`config.mk`:
```
export PLATFORM = sky130hd
export DESIGN_NAME = punc_debug_dumper
export DESIGN_NICKNAME = d
export VERILOG_FILES = /design/src/rtl/punc_debug_dumper.sv
export SDC_FILE = /design/constraint.sdc
export NUM_CORES = 1
export LEC_CHECK = 0
export BUFFER_PORTS_ARGS = -buffer_cell sky130_fd_sc_hd__buf_2
export CORE_UTILIZATION = 50
export CTS_CLUSTER_DIAMETER = 60
export CTS_CLUSTER_SIZE = 24
export DETAILED_ROUTE_END_ITERATION = 12
export HOLD_SLACK_MARGIN = 0.02
export PLACE_DENSITY = 0.75
export SLEW_MARGIN = 40
export SYNTH_ARGS = -nofsm -noshare
export SYNTH_HDL_FRONTEND = slang
export SYNTH_SLANG_ARGS = --single-unit
```
`constraint.sdc`:
```
create_clock -name clk -period 2.25 [get_ports clk]
set_input_delay 0.1125 -clock clk [delete_from_list [all_inputs] [get_ports clk]]
set_output_delay 0.1125 -clock clk [all_outputs]
set_load 0.01 [all_outputs]
```
`src/rtl/punc_debug_dumper.sv`:
```
// rtl/punc_debug_dumper.sv - dumps PC, register file and a memory range over a valid/ready stream
// Each word drives its debug address, waits for it to settle, then presents the sampled data.
module punc_debug_dumper #(
    parameter int SETTLE_CYCLES = 1
) (
    input  logic        clk,
    input  logic        rst,
    input  logic        start,
    input  logic        abort,
    input  logic [15:0] mem_base,
    input  logic [15:0] mem_count,
    output logic [15:0] mem_debug_addr,
    output logic [2:0]  rf_debug_addr,
    input  logic [15:0] mem_debug_data,
    input  logic [15:0] rf_debug_data,
    input  logic [15:0] pc_debug_data,
    output logic        out_valid,
    input  logic        out_ready,
    output logic [15:0] out_data,
    output logic [1:0]  out_tag,
    output logic        out_last,
    output logic        busy,
    output logic        done
);

    typedef enum logic [1:0] {
        IDLE   = 2'd0,
        SETTLE = 2'd1,
        SEND   = 2'd2
    } state_t;

    localparam logic [1:0] PH_PC  = 2'd0;
    localparam logic [1:0] PH_RF  = 2'd1;
    localparam logic [1:0] PH_MEM = 2'd2;
    localparam logic [3:0] SETTLE_LOAD = 4'(SETTLE_CYCLES);

    state_t      state;
    state_t      state_nxt;
    logic [1:0]  phase;
    logic [2:0]  rf_idx;
    logic [15:0] base_q;
    logic [15:0] count_q;
    logic [15:0] remaining;
    logic [3:0]  settle_cnt;
    logic        launch;
    logic        handshake;
    logic        settle_done;
    logic        final_word;
    logic [15:0] sel_data;

    assign handshake   = out_valid && out_ready;
    assign settle_done = (state == SETTLE) && !launch && (settle_cnt == 4'd1);

    always_comb begin
        final_word = 1'b0;
        sel_data   = pc_debug_data;
        case (phase)
            PH_RF: begin
                final_word = (rf_idx == 3'd7) && (count_q == 16'd0);
                sel_data   = rf_debug_data;
            end
            PH_MEM: begin
                final_word = (remaining == 16'd1);
                sel_data   = mem_debug_data;
            end
            default: begin
                final_word = 1'b0;
                sel_data   = pc_debug_data;
            end
        endcase
    end

    always_ff @(posedge clk or negedge rst) begin
        if (!rst) begin
            state <= IDLE;
        end else begin
            state <= state_nxt;
        end
    end

    always_comb begin
        state_nxt = state;
        case (state)
            IDLE: begin
                if (start) state_nxt = SETTLE;
            end
            SETTLE: begin
                if (abort)            state_nxt = IDLE;
                else if (settle_done) state_nxt = SEND;
            end
            SEND: begin
                if (abort)          state_nxt = IDLE;
                else if (handshake) state_nxt = out_last ? IDLE : SETTLE;
            end
            default: state_nxt = IDLE;
        endcase
    end

    always_comb begin
        busy = (state != IDLE);
    end

    // The first SETTLE cycle launches the registered address; the countdown then
    // measures how long the processor has seen that address before sampling.
    always_ff @(posedge clk or negedge rst) begin
        if (!rst) begin
            phase          <= PH_PC;
            rf_idx         <= '0;
            base_q         <= '0;
            count_q        <= '0;
            remaining      <= '0;
            settle_cnt     <= '0;
            launch         <= 1'b0;
            mem_debug_addr <= '0;
            rf_debug_addr  <= '0;
            out_valid      <= 1'b0;
            out_data       <= '0;
            out_tag        <= '0;
            out_last       <= 1'b0;
            done           <= 1'b0;
        end else begin
            done <= 1'b0;
            case (state)
                IDLE: begin
                    if (start) begin
                        base_q         <= mem_base;
                        count_q        <= mem_count;
                        remaining      <= mem_count;
                        phase          <= PH_PC;
                        rf_idx         <= '0;
                        mem_debug_addr <= mem_base;
                        rf_debug_addr  <= '0;
                        settle_cnt     <= SETTLE_LOAD;
                        launch         <= 1'b1;
                    end
                end
                SETTLE: begin
                    if (abort) begin
                        rf_debug_addr <= '0;
                        settle_cnt    <= '0;
                        launch        <= 1'b0;
                    end else if (launch) begin
                        launch <= 1'b0;
                    end else if (settle_cnt == 4'd1) begin
                        out_valid  <= 1'b1;
                        out_data   <= sel_data;
                        out_tag    <= phase;
                        out_last   <= final_word;
                        settle_cnt <= '0;
                    end else begin
                        settle_cnt <= settle_cnt - 4'd1;
                    end
                end
                SEND: begin
                    if (abort) begin
                        out_valid     <= 1'b0;
                        rf_debug_addr <= '0;
                    end else if (handshake) begin
                        out_valid <= 1'b0;
                        if (out_last) begin
                            done          <= 1'b1;
                            rf_debug_addr <= '0;
                        end else begin
                            settle_cnt <= SETTLE_LOAD;
                            launch     <= 1'b1;
                            case (phase)
                                PH_PC: begin
                                    phase         <= PH_RF;
                                    rf_idx        <= '0;
                                    rf_debug_addr <= '0;
                                end
                                PH_RF: begin
                                    if (rf_idx == 3'd7) begin
                                        phase          <= PH_MEM;
                                        mem_debug_addr <= base_q;
                                        rf_debug_addr  <= 3'd7;
                                        remaining      <= count_q;
                                    end else begin
                                        rf_idx        <= rf_idx + 3'd1;
                                        rf_debug_addr <= rf_idx + 3'd1;
                                    end
                                end
                                default: begin
                                    mem_debug_addr <= mem_debug_addr + 16'd1;
                                    remaining      <= remaining - 16'd1;
                                end
                            endcase
                        end
                    end
                end
                default: ;
            endcase
        end
    end

endmodule

```
==> flow_metrics.py <==
metrics = {
    "timing": {
        "whs_ns": 0.0338,
        "rsz0062_at_grt": "no",
        "clock_skew_ns": 0.00978,
        "finalSetupViolations": 0,
        "slew_headroom_pct": 60.1,
        "slew_violations": 0,
        "post-route-period-util_pct": 91.7,
        "tightest_slew_ns": 0.594,
        "setup_tns_ns": 0,
        "hold_viol": 0,
        "max_freq_ghz": 0.484,
        "min_period_ns": 2.06,
    },
    "synthesis": {
        "syn_area_um2": 5470,
        "synth_most_common_cell": "dfrtp_1",
        "synth_cell_types": 59,
        "yosys-top-cells-area": "dfrtp_1, o21ai_0, mux2_2, nand2_1, nor2_1",
        "synth_fp_nets": 681,
        "yosysSeqAreaShare_pct": 45.8,
        "syn_inst": 585,
        "syn-mean-instance-area_um2": 9.35,
        "synth_edf_count": 0,
        "synth-seq-cells": 100,
        "synth_top_cell_by_area": "dfrtp_1",
        "synth_warnings": 0,
        "yosys-top-cells-count": "dfrtp_1, o21ai_0, nand2_1",
        "async_flop_share_pct": 100,
        "ys.flop_type": "dfrtp_1",
        "netlist.area_leader.share_pct": 45.8,
    },
    "final_layout": {
        "layout.nets": 836,
        "diodes": 0,
        "layout-drive-gt1-share_pct": 28.3,
        "fillers": 848,
        "area_growth_pct": 26.5,
        "final_cell_count_no_fill": 881,
        "seqCellArea_um2": 2500,
        "multi_input_area_um2": 2740,
    },
    "critical_path": {
        "worstSetupPathType": "reg -> reg",
        "crit_fanout": 3,
        "end_kind": "flop",
        "worstPathArrival_ns": 2.33,
        "worst_ep_required_time_ns": 2.52,
        "cp-start-kind": "flop",
    },
    "clock_tree": {
        "htree_levels": 3,
        "clk_pin_slew_ns": 0.10,
        "clkSinkCount": 100,
        "cts_buffers": 9,
        "post_cts_buffers": 0,
        "cts_root_buf": "clkbuf_8",
        "cts_tree": "built",
        "clk_latency_ns": 0.38,
        "clockBufferDepth": 2,
    },
    "floorplan": {
        "rows": 37,
        "die-area_um2": 11400,
        "coreArea_um2": 10500,
        "die_h_um": 107,
        "die_w_um": 107,
        "initial_core_util_pct": 52.3,
        "pin_count": 126,
    },
    "placed_design": {
        "dp.cells": 820,
        "portBuffers": 125,
        "post-dp-hpwl_um": 9890,
        "place_congestion": 0.809,
    },
    "grt": {
        "grt_max_degree": 67,
        "gr-total-overflow": 0,
        "grt_pass1_vias": 5143,
        "grt_use_met2_pct": 47.1,
        "grt_usage_pct": 27.7,
        "antenna_found_initial": 0,
        "grtUsageMet1_pct": 36.0,
        "grt-busiest-layer": "met2",
        "grt_util_met3_pct": 4.68,
        "grt_pass1_wl_um": 24900,
    },
    "pwr": {
        "leakage_nw": 3.16,
        "p_sw_share_pct": 42.2,
        "seq_power_share_pct": 41.0,
        "comb_power_share_pct": 43.9,
        "peakVddDrop_v": 0.000544,
        "total_power_mw": 7.93,
        "internal_power_mw": 4.58,
        "clkPwrFrac_pct": 15.0,
        "p_sw_mw": 3.35,
        "p_per_area_nw_per_um2": 1150,
    },
    "hold_path": {
        "min_path_type": "in -> reg",
    },
    "routing": {
        "first_pass_iters": 4,
        "vias_per_cell": 5.90,
        "wl_per_cell_um": 17.0,
        "antenna_left": 0,
        "wirelength_um": 15000,
        "vias": 5194,
        "drc_errors": 0,
        "drt_first_iter_violations": 271,
    },
    "run": {
        "cap_violations": 0,
    },
    "status": {
        "outcome": "finished clean",
    },
}
## placed cells by master (no fill, tap or decap), types with 3 or more instances in the layout
cell type	netlist	final
o31a_1	3	3
nand2_1	57	57
o21ai_1	3	3
o311a_1	3	3
o311ai_0	3	3
o211ai_1	3	3
ha_1	11	9
o21ai_0	80	80
nand3_1	19	19
a31oi_1	14	14
nand2b_1	7	7
mux2_2	35	35
nor3_1	5	5
nor4_1	6	6
buf_2	13	124
a221oi_1	22	22
a21oi_1	21	21
a41oi_1	3	3
o31ai_1	17	17
and3_1	14	14
clkbuf_8	0	9
nor2b_1	6	4
inv_1	14	14
buf_4	2	16
buf_12	0	3
dlygate4sd3_1	0	45
nor2_1	52	52
dfrtp_1	100	100
## per-stage QoR
step	worst slack (ns)	instance area (µm²)	utilization (%)
after global routing	0.0227	6920	66.1
after CTS	0.114	6910	66.1
final	0.186	6920	66.1
after floorplan	0.271	5470	-
after global placement	0.290	6260	59.9
after detailed placement	0.143	6260	59.9
## flip-flops by register name, summed over array words and instances, names as in the netlist
register        count
base_q             16
count_q            16
done                1
launch              1
mem_debug_addr     16
out_data           16
out_last            1
out_tag             2
out_valid           1
phase               2
remaining          16
rf_debug_addr       3
rf_idx              3
settle_cnt          4
state               2
## cell type report
class                           instances  area share (%)
Sequential cell                       100            36.2
Timing Repair Buffer                  188            18.1
Clock buffer                            9            1.79
Multi-Input combinational cell        426            39.6
Clock inverter                          7            1.08
Inverter                               15           0.814
Tap cell                              136            2.46
## power groups by stage
stage          combinational [mW]  clock, mW  sequential [mW]
3_3_place_gp                 3.25          0             3.22
4_1_cts                      3.46       1.21             3.23
6_report                     3.48       1.19             3.25
2_1_floorplan                2.21          0             3.22
3_5_place_dp                 3.41          0             3.25
5_1_grt                      3.86       1.26             3.37
## cell families after synthesis
| group | share of synthesized area, % |
|---|---|
| AO/OA/AOI/OAI | 22.7 |
| AND/OR/NAND/NOR | 16.8 |
| flip-flops | 45.8 |
| buffers and inverters | 4.48 |
| multiplexers | 7.57 |
| adder cells (fa/ha/maj) | 2.52 |
| XOR/XNOR | 0.160 |
## worst max-delay path, stage by stage (launching register included)
cell,delay (ns)
dfrtp_1,0.39
inv_1,0.08
ha_1,0.23
or2_2,0.30
or4_1,0.42
nand3_1,0.17
mux2_2,0.36
## layer usage
layer / part of all wire (%) / up-vias
li1: - / 2453
met1: 42 / 2498
met2: 49 / 216
met3: 6.5 / 27
met4: 1.8 / 0
met5: 0 / -
## final timing paths
check | startpoint | endpoint | slack (ns) | cells past startpoint
max in group asynchronous | rst | mem_debug_addr[11]$_DFFE_PN0P_ | 1.28 | 3
min | pc_debug_data[2] | out_data[2]$_DFFE_PN0P_ | 0.03 | 3
min in group asynchronous | rst | rf_debug_addr[1]$_DFFE_PN0P_ | 0.24 | 2
max | phase[0]$_DFFE_PN0P_ | rf_debug_addr[2]$_DFFE_PN0P_ | 0.19 | 6
min reg2reg | out_data[14]$_DFFE_PN0P_ | out_data[14]$_DFFE_PN0P_ | 0.48 | 2
max reg2reg | phase[0]$_DFFE_PN0P_ | rf_debug_addr[2]$_DFFE_PN0P_ | 0.19 | 6
## timing repair
action | 4_1_cts | 5_1_grt
resized for setup | 0 | 2
endpoints found under the hold margin | 79 | 0
hold buffers | 45 | 0
setup endpoints to repair | 0 | 21
No activity file was read; power rests on OpenSTA's default activity.
